<file path="src/rtl/ahb_dsi_pkg.sv">
// Shared types and constants for the AHB-Lite DSI configuration responder.
// Build option AHB_DSI_CFG_BYTE_WR_EN enables byte/halfword writes.
package ahb_dsi_pkg;

   typedef enum logic [1:0] {
      HTRANS_IDLE   = 2'b00,
      HTRANS_BUSY   = 2'b01,
      HTRANS_NONSEQ = 2'b10,
      HTRANS_SEQ    = 2'b11
   } htrans_e;

   localparam logic [1:0] HRESP_OKAY  = 2'b00;
   localparam logic [1:0] HRESP_ERROR = 2'b01;

   localparam logic [2:0] HSIZE_BYTE = 3'b000;
   localparam logic [2:0] HSIZE_HALF = 3'b001;
   localparam logic [2:0] HSIZE_WORD = 3'b010;

   typedef enum logic [2:0] {
      ST_IDLE,
      ST_WAIT,
      ST_DATA,
      ST_ERR1,
      ST_ERR2
   } dsi_state_e;

   localparam logic [31:0] DSI_ID_DEFAULT = 32'hD510_0001;

   // Byte lanes touched by a naturally aligned transfer of the given size.
   function automatic logic [3:0] byte_lanes(input logic [2:0] size, input logic [1:0] lo);
      case (size)
         HSIZE_BYTE: return 4'b0001 << lo;
         HSIZE_HALF: return 4'b0011 << lo;
         default:    return 4'b1111;
      endcase
   endfunction

endpackage

</file>
<file path="src/rtl/ahb_dsi_cfg_regfile.sv">
// DSI configuration register storage: byte-lane writes, write strobes, read mux.
// Register 0 is a read-only identification constant.
module ahb_dsi_cfg_regfile
   import ahb_dsi_pkg::*;
#(
   parameter int          NUM_REGS = 8,
   parameter int          ADDR_W   = 3,
   parameter logic [31:0] ID_VALUE = DSI_ID_DEFAULT
) (
   input  logic                   clk,
   input  logic                   rst,
   input  logic                   we,
   input  logic [ADDR_W-1:0]      widx,
   input  logic [3:0]             wbe,
   input  logic [31:0]            wdata,
   input  logic [ADDR_W-1:0]      ridx,
   output logic [31:0]            rdata,
   output logic [NUM_REGS*32-1:0] cfg_regs,
   output logic [NUM_REGS-1:0]    cfg_wr_pulse
);

   logic [31:0] regs [NUM_REGS];

   genvar gi;
   generate
      for (gi = 0; gi < NUM_REGS; gi++) begin : g_reg
         if (gi == 0) begin : g_id
            assign regs[gi]         = ID_VALUE;
            assign cfg_wr_pulse[gi] = 1'b0;
         end else begin : g_rw
            logic [31:0] val_reg;
            logic        pulse_reg;
            logic        hit;

            assign hit = we && (widx == ADDR_W'(gi));

            always_ff @(posedge clk) begin
               if (rst) begin
                  val_reg   <= '0;
                  pulse_reg <= 1'b0;
               end else begin
                  pulse_reg <= hit;
                  for (int b = 0; b < 4; b++) begin
                     if (hit && wbe[b]) val_reg[8*b +: 8] <= wdata[8*b +: 8];
                  end
               end
            end

            assign regs[gi]         = val_reg;
            assign cfg_wr_pulse[gi] = pulse_reg;
         end
         assign cfg_regs[32*gi +: 32] = regs[gi];
      end
   endgenerate

   // Compare-based mux so a non-power-of-two bank never indexes past the array.
   always_comb begin
      rdata = '0;
      for (int i = 0; i < NUM_REGS; i++) begin
         if (ridx == ADDR_W'(i)) rdata = regs[i];
      end
   end

endmodule

</file>
<file path="src/rtl/ahb_dsi_cfg_slave.sv">
// AHB-Lite responder for the MIPI DSI configuration register bank.
// Build option AHB_DSI_CFG_BYTE_WR_EN allows aligned byte/halfword transfers.
module ahb_dsi_cfg_slave
   import ahb_dsi_pkg::*;
#(
   parameter int          NUM_REGS    = 8,
   parameter int          ADDR_W      = 3,
   parameter logic [31:0] BASE_ADDR   = 32'h0000_0000,
   parameter int          WAIT_STATES = 0,
   parameter logic [31:0] ID_VALUE    = DSI_ID_DEFAULT
) (
   input  logic                   clk,
   input  logic                   rst,
   input  logic                   hsel,
   input  logic [31:0]            haddr,
   input  logic                   hwrite,
   input  logic [2:0]             hsize,
   input  logic [2:0]             hburst,
   input  logic [1:0]             htrans,
   input  logic [31:0]            hwdata,
   input  logic [3:0]             hprot,
   input  logic                   hready,
   output logic                   hreadyout,
   output logic [1:0]             hresp,
   output logic [31:0]            hrdata,
   output logic [NUM_REGS*32-1:0] cfg_regs,
   output logic [NUM_REGS-1:0]    cfg_wr_pulse
);

   localparam logic [3:0] WS_L = 4'(WAIT_STATES);

   dsi_state_e        state_reg;
   logic [3:0]        cnt_reg;
   logic [ADDR_W-1:0] idx_reg;
   logic              write_reg;
   logic [3:0]        be_reg;
   logic              hreadyout_reg;
   logic [1:0]        hresp_reg;

   logic              accept;
   logic [ADDR_W-1:0] a_idx;
   logic              a_region_err;
   logic              a_range_err;
   logic              a_size_err;
   logic              a_err;
   logic [3:0]        a_be;
   logic [31:0]       rf_rdata;
   logic              unused_inputs;

   assign unused_inputs = ^{hburst, hprot, htrans[0]};

   assign accept       = hsel && hready && htrans[1];
   assign a_idx        = haddr[ADDR_W+1:2];
   assign a_region_err = haddr[31:ADDR_W+2] != BASE_ADDR[31:ADDR_W+2];

   genvar gi;
   generate
      if (NUM_REGS < (1 << ADDR_W)) begin : g_range
         assign a_range_err = {1'b0, a_idx} >= (ADDR_W+1)'(NUM_REGS);
      end else begin : g_no_range
         assign a_range_err = 1'b0;
      end
   endgenerate

`ifdef AHB_DSI_CFG_BYTE_WR_EN
   always_comb begin
      a_be       = byte_lanes(hsize, haddr[1:0]);
      a_size_err = 1'b1;
      case (hsize)
         HSIZE_BYTE: a_size_err = 1'b0;
         HSIZE_HALF: a_size_err = haddr[0];
         HSIZE_WORD: a_size_err = haddr[1:0] != 2'b00;
         default:    a_size_err = 1'b1;
      endcase
   end
`else
   assign a_be       = 4'hF;
   assign a_size_err = (hsize != HSIZE_WORD) || (haddr[1:0] != 2'b00);
`endif

   assign a_err = a_region_err || a_range_err || a_size_err;

   // New address phases are only looked at when the previous data phase is ending.
   always_ff @(posedge clk) begin
      if (rst) begin
         state_reg     <= ST_IDLE;
         cnt_reg       <= '0;
         idx_reg       <= '0;
         write_reg     <= 1'b0;
         be_reg        <= '0;
         hreadyout_reg <= 1'b1;
         hresp_reg     <= HRESP_OKAY;
      end else begin
         case (state_reg)
            ST_WAIT: begin
               if (cnt_reg <= 4'd1) begin
                  state_reg     <= ST_DATA;
                  hreadyout_reg <= 1'b1;
               end else begin
                  cnt_reg <= cnt_reg - 4'd1;
               end
            end
            ST_ERR1: begin
               state_reg     <= ST_ERR2;
               hreadyout_reg <= 1'b1;
               hresp_reg     <= HRESP_ERROR;
            end
            default: begin
               if (accept) begin
                  idx_reg   <= a_idx;
                  write_reg <= hwrite;
                  be_reg    <= a_be;
                  if (a_err) begin
                     state_reg     <= ST_ERR1;
                     hreadyout_reg <= 1'b0;
                     hresp_reg     <= HRESP_ERROR;
                  end else if (WS_L != 4'd0) begin
                     state_reg     <= ST_WAIT;
                     cnt_reg       <= WS_L;
                     hreadyout_reg <= 1'b0;
                     hresp_reg     <= HRESP_OKAY;
                  end else begin
                     state_reg     <= ST_DATA;
                     hreadyout_reg <= 1'b1;
                     hresp_reg     <= HRESP_OKAY;
                  end
               end else begin
                  state_reg     <= ST_IDLE;
                  hreadyout_reg <= 1'b1;
                  hresp_reg     <= HRESP_OKAY;
               end
            end
         endcase
      end
   end

   ahb_dsi_cfg_regfile #(
      .NUM_REGS (NUM_REGS),
      .ADDR_W   (ADDR_W),
      .ID_VALUE (ID_VALUE)
   ) u_regfile (
      .clk          (clk),
      .rst          (rst),
      .we           ((state_reg == ST_DATA) && write_reg),
      .widx         (idx_reg),
      .wbe          (be_reg),
      .wdata        (hwdata),
      .ridx         (idx_reg),
      .rdata        (rf_rdata),
      .cfg_regs     (cfg_regs),
      .cfg_wr_pulse (cfg_wr_pulse)
   );

   assign hreadyout = hreadyout_reg;
   assign hresp     = hresp_reg;
   assign hrdata    = (((state_reg == ST_WAIT) || (state_reg == ST_DATA)) && !write_reg)
                      ? rf_rdata : 32'h0;

endmodule

</file>
<file path="config.mk">
export PLATFORM = sky130hd
export DESIGN_NAME = ahb_dsi_cfg_slave
export DESIGN_NICKNAME = d
export VERILOG_FILES = /design/src/rtl/ahb_dsi_pkg.sv /design/src/rtl/ahb_dsi_cfg_regfile.sv /design/src/rtl/ahb_dsi_cfg_slave.sv
export SDC_FILE = /design/constraint.sdc
export NUM_CORES = 1
export LEC_CHECK = 0
export ABC_AREA = 1
export BUFFER_PORTS_ARGS = -buffer_cell sky130_fd_sc_hd__buf_2
export CORE_ASPECT_RATIO = 1.25
export CORE_MARGIN = 2
export CORE_UTILIZATION = 30
export DETAILED_ROUTE_END_ITERATION = 7
export GPL_TIMING_DRIVEN = 0
export PLACE_DENSITY = 0.55
export SLEW_MARGIN = 30
export SYNTH_ARGS = -nofsm -noshare
export SYNTH_HDL_FRONTEND = slang
export SYNTH_SLANG_ARGS = --single-unit
export TNS_END_PERCENT = 5
</file>
<file path="constraint.sdc">
create_clock -name clk -period 2.6 [get_ports clk]
set_input_delay 0.52 -clock clk [delete_from_list [all_inputs] [get_ports clk]]
set_output_delay 0.52 -clock clk [all_outputs]
set_load 0.02 [all_outputs]
</file>
==> results of run 1 <==
routing by layer:
layer / up-vias / track usage, %
met3: 128 / 5.02
met5: - / 0
li1: 5818 / -
met4: 2 / 11.8
met2: 642 / 47.5
met1: 5663 / 32.9
synth_stat cells:
cell,n,share of area [%]
inv_1,41,1.4
and3_1,23,1.3
buf_1,2,0.070
o21ai_0,58,2.7
a31oi_1,1,0.058
buf_2,21,0.98
nor3_1,8,0.37
nor2_1,541,19
clkinv_1,2,0.070
nor2_2,3,0.18
a21oi_1,43,2.0
a211oi_1,1,0.070
o21ai_1,185,8.6
o22ai_1,13,0.76
o211a_1,1,0.094
conb_1,2,0.070
dfxtp_1,245,46
clkbuf_1,72,2.5
o221ai_1,1,0.082
nor3_4,2,0.30
nand3_1,32,1.5
nor3_2,4,0.37
or2_2,3,0.18
o21bai_1,1,0.070
buf_4,41,2.9
nor2_4,3,0.32
o211ai_1,1,0.070
nand4_2,1,0.12
nand2_2,1,0.058
nand4_1,28,1.6
inv_2,16,0.56
nand2_1,153,5.4
ha_1,2,0.23
nor3b_1,1,0.070
final timing paths:
kind              start                                  end  slack, ns  cells past startpoint
max          idx_reg[1]                           hrdata[31]      -0.09                      9
max reg2reg  idx_reg[1]  u_regfile.g_reg[2].g_rw.val_reg[30]       0.11                      9
min reg2reg  cnt_reg[2]                           cnt_reg[2]       0.47                      1
min                 rst                         state_reg[1]       0.20                      2
cell type report:
cell class                 count  area [um2]
inverter                      59         254
multi-input combinational   1144        5220
sequential                   245        4920
clock inverter                 5        57.6
buffer                       135         992
timing repair buffer         375        2250
fill                        3733       20200
tap                          474         593
clock buffer                  40         805
power by group through the flow:
stage	combinational, W	clock (W)	sequential (W)
detailed placement	0.000516	0	0.00385
global placement	0.000514	0	0.00385
global route	0.000667	0.00402	0.00377
finish	0.000635	0.00383	0.00377
floorplan	0.000264	0	0.00385
CTS	0.000619	0.00387	0.00377
repair_timing:
action	in CTS	in global routing
pin swaps	13	16
setup buffers	28	6
gates cloned	3	1
endpoints found under the setup margin	75	60
resized for setup	209	41
critical path, delay by kind of cell (launching register included):
kind | cells | cell delay (ns)
AND/OR/NAND/NOR | 3 | 0.25
buffers and inverters | 4 | 0.62
flip-flops | 1 | 0.43
AO/OA/AOI/OAI | 2 | 0.33
cells by family (layout without fill, tap and decap cells):
family / Yosys count / count (layout) / share of synthesized area, %
and+or+nand+nor: 803 / 803 / 30.8
DFF: 245 / 245 / 45.8
AOI/OAI and AO/OA: 305 / 305 / 14.6
buffers and inverters: 195 / 614 / 8.52
adders and majority gates: 2 / 2 / 0.234
other: 2 / 34 / 0.0702
metrics by stage:
| step | utilization, % | cell area [um2] | total power [W] | TNS, ns |
|---|---|---|---|---|
| floorplan | - | 10800 | 0.00411 | 0 |
| global placement | 37.2 | 13100 | 0.00436 | -15.08 |
| detailed placement | 37.2 | 13100 | 0.00436 | -15.15 |
| CTS | 42.4 | 15000 | 0.00826 | -1.36 |
| global route | 42.8 | 15100 | 0.00846 | -3.74 |
| finish | 42.8 | 15100 | 0.00824 | -0.637 |
==> results.sh, run 1 <==
export IMPL_status="finished, violations left"
export IMPL_failed_checks="negative setup slack"
export IMPL_antenna_found_initial=2
export IMPL_ys_ff_latch=245
export IMPL_grt_first_pass_wirelength_mm=76.4
export IMPL_route_met2_wl_mm=25.3
export IMPL_post_route_period_util_pct=103
export IMPL_drive_above_1_share_pct=30.1
export IMPL_grt_pass1_vias=11715
export IMPL_worst_path_max_fanout=5
export IMPL_start_kind="flip-flop"
export IMPL_avgSynthCellArea_um2=6.90
export IMPL_yosysWarnings=0
export IMPL_syn_to_final_growth_pct=41.0
export IMPL_cts_buffers=27
export IMPL_n_antenna_cell=0
export IMPL_slowest_delay_ns=0.43
export IMPL_met1_length_mm=20.5
export IMPL_cp_arrival_ns=2.17
export IMPL_crit_top_cell="buf_4"
export IMPL_leakage_nw=7.63
export IMPL_vias=12253
export IMPL_cts_max_path_buffers=3
export IMPL_timing_fmax_ghz=0.372
export IMPL_io_pins=380
export IMPL_sw_frac_of_total_pct=24.8
export IMPL_p_switching_w=0.00204
export IMPL_holdBufCountCts=0
export IMPL_slew_headroom_pct=39.8
export IMPL_cts_sinks=245
export IMPL_pre_cts_ws_ns=-0.648
export IMPL_end_kind="output pin"
export IMPL_ys_seq_area_share_pct=45.8
export IMPL_p_int_w=0.00619
export IMPL_placed_cells=2395
export IMPL_cts_tree="yes"
export IMPL_drc_errors=0
export IMPL_cp_slowest_cell="dfxtp_4"
export IMPL_firstDrtPassIters=5
export IMPL_hp_class="input port to flip-flop"
export IMPL_fin_cells=2477
export IMPL_detail_route_antenna_nets=0
export IMPL_mostFrequentLayoutCells="511 x nor2_1, 328 x buf_2, 239 x dfxtp_1, 188 x o21ai_1, 143 x nand2_1"
export IMPL_grt_max_degree=14
export IMPL_drt_iter0_drc=1025
export IMPL_critical_path_class="flip-flop to output pin"
export IMPL_finalWirelength_mm=52.9
export IMPL_die_w_um=173
export IMPL_globalplace_congestion=0.854
export IMPL_required_ns=2.08
export IMPL_p_comb_share_pct=7.7
export IMPL_finalHoldViolCount=0
export IMPL_largest_reg_flops=224
export IMPL_worst_ir_drop_vdd_mv=0.362
export IMPL_rsz0062_at_grt="yes"
export IMPL_die_height_um=215
export IMPL_rows=77
export IMPL_drv_slew=0
export IMPL_clkPwrFrac_pct=46.5
export IMPL_synth_cells=1552
export IMPL_seqPwrFrac_pct=45.8
export IMPL_setup_viol=24
export IMPL_cap_violations=0
export IMPL_fin_crit_ns=2.69
export IMPL_clock_latency_ns=0.54
export IMPL_synth_area_um2=10700
export IMPL_fin_nets=2070
export IMPL_final_common_cell="nor2_1"
export IMPL_crit_chain="buf_4 -> nand2_2 -> nor2_4 -> buf_4 -> buf_6 -> nand2_1 -> o211a_1 -> a21oi_2 -> buf_4"
export IMPL_postLayoutSetupSlackWorst_ns=-0.0892
export IMPL_power_density_nw_per_um2=546
export IMPL_top_layer="met5"
export IMPL_cts_root_buffer="clkbuf_16"
export IMPL_io_buffer_count=337
export IMPL_cts_max_level=1
export IMPL_start_util_pct=30.4
export IMPL_ys_types=34
export IMPL_final_setup_skew_ns=0.00841
export IMPL_dp_hpwl_mm=37.7
export IMPL_grtUsageTotal_pct=27.3
export IMPL_core_area_um2=35300
export IMPL_drt_wirelength_per_cell_um=21.4
export IMPL_route_met3_wl_mm=4.62
export IMPL_grt_overflow=0
export IMPL_worst_hold_slack_ns=0.204
export IMPL_die_area_um2=37200
export IMPL_clk_pin_slew_ns=0.06
export IMPL_vias_per_cell=4.95
export IMPL_tightest_slew_ns=0.903
No activity file was read; power rests on OpenSTA's default activity.
==> run 2, diff against run 1 <==
--- a/config.mk
+++ b/config.mk
@@ -9,12 +9,13 @@
 export BUFFER_PORTS_ARGS = -buffer_cell sky130_fd_sc_hd__buf_2
 export CORE_ASPECT_RATIO = 1.25
 export CORE_MARGIN = 2
-export CORE_UTILIZATION = 30
+export CORE_UTILIZATION = 51
 export DETAILED_ROUTE_END_ITERATION = 7
 export GPL_TIMING_DRIVEN = 0
-export PLACE_DENSITY = 0.55
+export PLACE_DENSITY = 0.82
 export SLEW_MARGIN = 30
 export SYNTH_ARGS = -nofsm -noshare
 export SYNTH_HDL_FRONTEND = slang
+export SYNTH_HIERARCHICAL = 1
 export SYNTH_SLANG_ARGS = --single-unit
 export TNS_END_PERCENT = 5
==> run 2 against run 1 <==
  * The run ends with design-rule violations, negative setup slack left
  * Worst setup slack lost 0.082 ns
  * Highest routed layer unchanged
  * Sequential share of layout area is 0.63 points lower
  * Critical path depth up 4
  * Flip-flop and latch count unchanged
  * Critical path type unchanged
  * Count of clock-buffer cells in the layout down 10
  * Largest power group is now registers
  * Clock power decreased by 3%
  * Worst hold slack gained 0.014 ns
  * Core utilization up 26 points
  * Register-to-register slack got worse by 0.03 ns
  * Via count rose by 16%
  * Final area up 1.9%
  * Clock skew rose by 0.0036 ns
==> results.sh, run 2 <==
export IMPL_status="finished, violations left"
export IMPL_failed_checks="design-rule violations, negative setup slack"
export IMPL_place_area_um2=13800
export IMPL_clk_pin_slew_ns=0.06
export IMPL_final_setup_skew_ns=0.0121
export IMPL_die_area_um2=24100
export IMPL_fin_cells=2392
export IMPL_met1_length_mm=17.2
export IMPL_firstDrtPassIters=8
export IMPL_start_kind="flip-flop"
export IMPL_end_kind="output pin"
export IMPL_avgSynthCellArea_um2=6.98
export IMPL_synthArstFlopShare_pct=0
export IMPL_rows=61
export IMPL_cts_sinks=245
export IMPL_cts_buffers=24
export IMPL_postLayoutSetupSlackWorst_ns=-0.171
export IMPL_worst_path_max_fanout=8
export IMPL_regToRegEndpoint="u_regfile/g_reg[1].g_rw.val_reg[26]"
export IMPL_power_density_nw_per_um2=545
export IMPL_slew_headroom_pct=33.5
export IMPL_grt_max_degree=16
export IMPL_worst_hold_slack_ns=0.218
export IMPL_finalHoldViolCount=0
export IMPL_route_met3_wl_mm=7.48
export IMPL_grt_overflow=0
export IMPL_worst_ir_drop_vdd_mv=0.466
export IMPL_globalplace_congestion=0.990
export IMPL_antenna_found_initial=1
export IMPL_setup_viol=32
export IMPL_clock_latency_ns=0.53
export IMPL_drive_above_1_share_pct=27.8
export IMPL_vias_per_cell=5.95
export IMPL_io_pins=380
export IMPL_cts_max_path_buffers=3
export IMPL_syn_to_final_growth_pct=31.8
export IMPL_synth_top_area_cell="dfxtp_1"
export IMPL_drv_slew=0
export IMPL_ys_ff_latch=245
export IMPL_largest_reg_flops=224
export IMPL_io_buffer_count=337
export IMPL_ys_seq_area_share_pct=42.0
export IMPL_whs_endpoint="idx_reg[1]"
export IMPL_finish_utilization_pct=68.7
export IMPL_slowest_delay_ns=0.36
export IMPL_reg2reg_slack_ns=0.08
export IMPL_synth_edf_count=0
export IMPL_yosysWarnings=6
export IMPL_grt_pass1_vias=13117
export IMPL_rr_startpoint="state_reg[1]"
export IMPL_crit_buf_inv=7
export IMPL_drt_wirelength_per_cell_um=21.9
export IMPL_nFillCells=1954
export IMPL_die_w_um=139
export IMPL_required_ns=2.08
export IMPL_cap_violations=0
export IMPL_final_common_cell="nand2_1"
export IMPL_post_synth_top_area_fraction_pct=42.0
export IMPL_crit_chain="buf_12 -> clkinv_8 -> nor2_4 -> clkinvlp_4 -> buf_6 -> nand2_2 -> inv_2 -> nand2_1 -> nand2_1 -> nand3_1 -> inv_2 -> nor2_1 -> buf_4"
export IMPL_finalWirelength_mm=52.3
export IMPL_dp_hpwl_mm=36.6
export IMPL_leakage_nw=6.89
export IMPL_hold_depth=3
export IMPL_final_cell_area_um2=15400
export IMPL_grt_first_pass_wirelength_mm=75.9
export IMPL_synth_cells=1672
export IMPL_yosys_top_cells_area="dfxtp_1 42%, nand2_1 13%, a21oi_1 12%"
export IMPL_critical_path_class="flip-flop to output pin"
export IMPL_cts_tree="yes"
export IMPL_cts_root_buffer="clkbuf_16"
export IMPL_drt_iter0_drc=1995
export IMPL_placed_cells=2323
export IMPL_tightest_slew_ns=0.998
export IMPL_synthFlopType="dfxtp_1"
export IMPL_hp_start="haddr[3]"
export IMPL_reg2regPathDepth=7
export IMPL_cts_max_level=1
export IMPL_post_route_period_util_pct=107
export IMPL_timing_fmax_ghz=0.361
export IMPL_synth_area_um2=11700
export IMPL_rsz0062_at_grt="yes"
export IMPL_core_area_um2=22400
export IMPL_top_layer="met5"
export IMPL_cp_arrival_ns=2.25
export IMPL_mostFrequentLayoutCells="386 x nand2_1, 345 x buf_2, 265 x a21oi_1, 242 x dfxtp_1, 182 x nand3_1"
export IMPL_grtUsageTotal_pct=40.7
export IMPL_fin_nets=2176
export IMPL_synth_common_cells="398 x nand2_1, 269 x a21oi_1, 245 x dfxtp_1"
export IMPL_fin_crit_ns=2.77
export IMPL_cp_top_family="buffers and inverters"
export IMPL_hp_class="input port to flip-flop"
export IMPL_synth_most_common_cell="nand2_1"
export IMPL_ys_types=38
export IMPL_drc_errors=2
export IMPL_start_util_pct=52.2
export IMPL_vias=14221
export IMPL_pre_cts_ws_ns=-0.475
export IMPL_detail_route_antenna_nets=0
export IMPL_die_height_um=173
export IMPL_route_met2_wl_mm=23.0
export IMPL_cp_slowest_cell="dfxtp_4"
[run 2: logic make-up (layout without fill, tap and decap cells)]
group | after synthesis | after routing | synth area share, %
compound gates | 411 | 411 | 19.6
fa+ha+maj | 2 | 2 | 0.214
buf+inv | 293 | 698 | 11.6
flops | 245 | 245 | 42.0
other cells | 3 | 35 | 0.0965
simple gates | 718 | 718 | 26.5
[run 2: worst max-delay path by stage]
stage | cells after the start | endpoint | start
2_1_floorplan | 11 | hrdata[23] | idx_reg[1]
3_3_place_gp | 12 | hrdata[8] | idx_reg[1]
3_5_place_dp | 12 | hrdata[8] | idx_reg[1]
4_1_cts | 13 | hrdata[23] | idx_reg[2]
5_1_grt | 13 | hrdata[23] | idx_reg[2]
6_report | 13 | hrdata[23] | idx_reg[2]
[run 2: through the flow]
step,power [W],TNS (ns)
final,0.00838,-2.42
after global routing,0.00856,-4.63
after CTS,0.00830,-0.363
after detailed placement,0.00458,-6.38
after global placement,0.00457,-5.88
after floorplan,0.00428,0
[run 2: metal layers]
metal | global-route usage, % | vias to the layer above
met4 | 29.6 | 2
met2 | 65.4 | 1273
met1 | 46.8 | 6360
li1 | - | 6250
met3 | 10.7 | 336
met5 | 0 | -
[run 2: what timing repair did]
item                                    in CTS  in global routing
resized for setup                          141                 16
buffers inserted                            24                  2
gates cloned                                 1                  0
hold buffers                                 0                  0
pin swaps                                   25                 11
endpoints found under the setup margin      32                 33
[run 2: final cells by class]
class / count / area (um2) / share of cell area [%]
Multi-Input combinational cell: 1165 / 5670 / 36.9
Sequential cell: 245 / 4920 / 32.0
Timing Repair Buffer: 364 / 2010 / 13.1
Buffer: 138 / 962 / 6.26
Clock buffer: 30 / 664 / 4.32
Inverter: 155 / 628 / 4.09
Tap cell: 283 / 354 / 2.30
Clock inverter: 11 / 159 / 1.03
Antenna cell: 1 / 2.50 / 0.0163
[run 2: worst reg2reg max path: stages (launching register included)]
cell and delay (ns):
dfxtp_1 0.37, inv_1 0.09, nor4_1 0.40, nand2_1 0.30
nor2_2 0.50, nand2_1 0.43, o21bai_1 0.25, a21oi_1 0.06
[run 2: power breakdown]
group          leakage, nW  switching (W)  internal [W]
Clock                0.411        0.00153       0.00220
Combinational         4.51       0.000592      0.000290
Sequential            1.98      0.0000114       0.00376
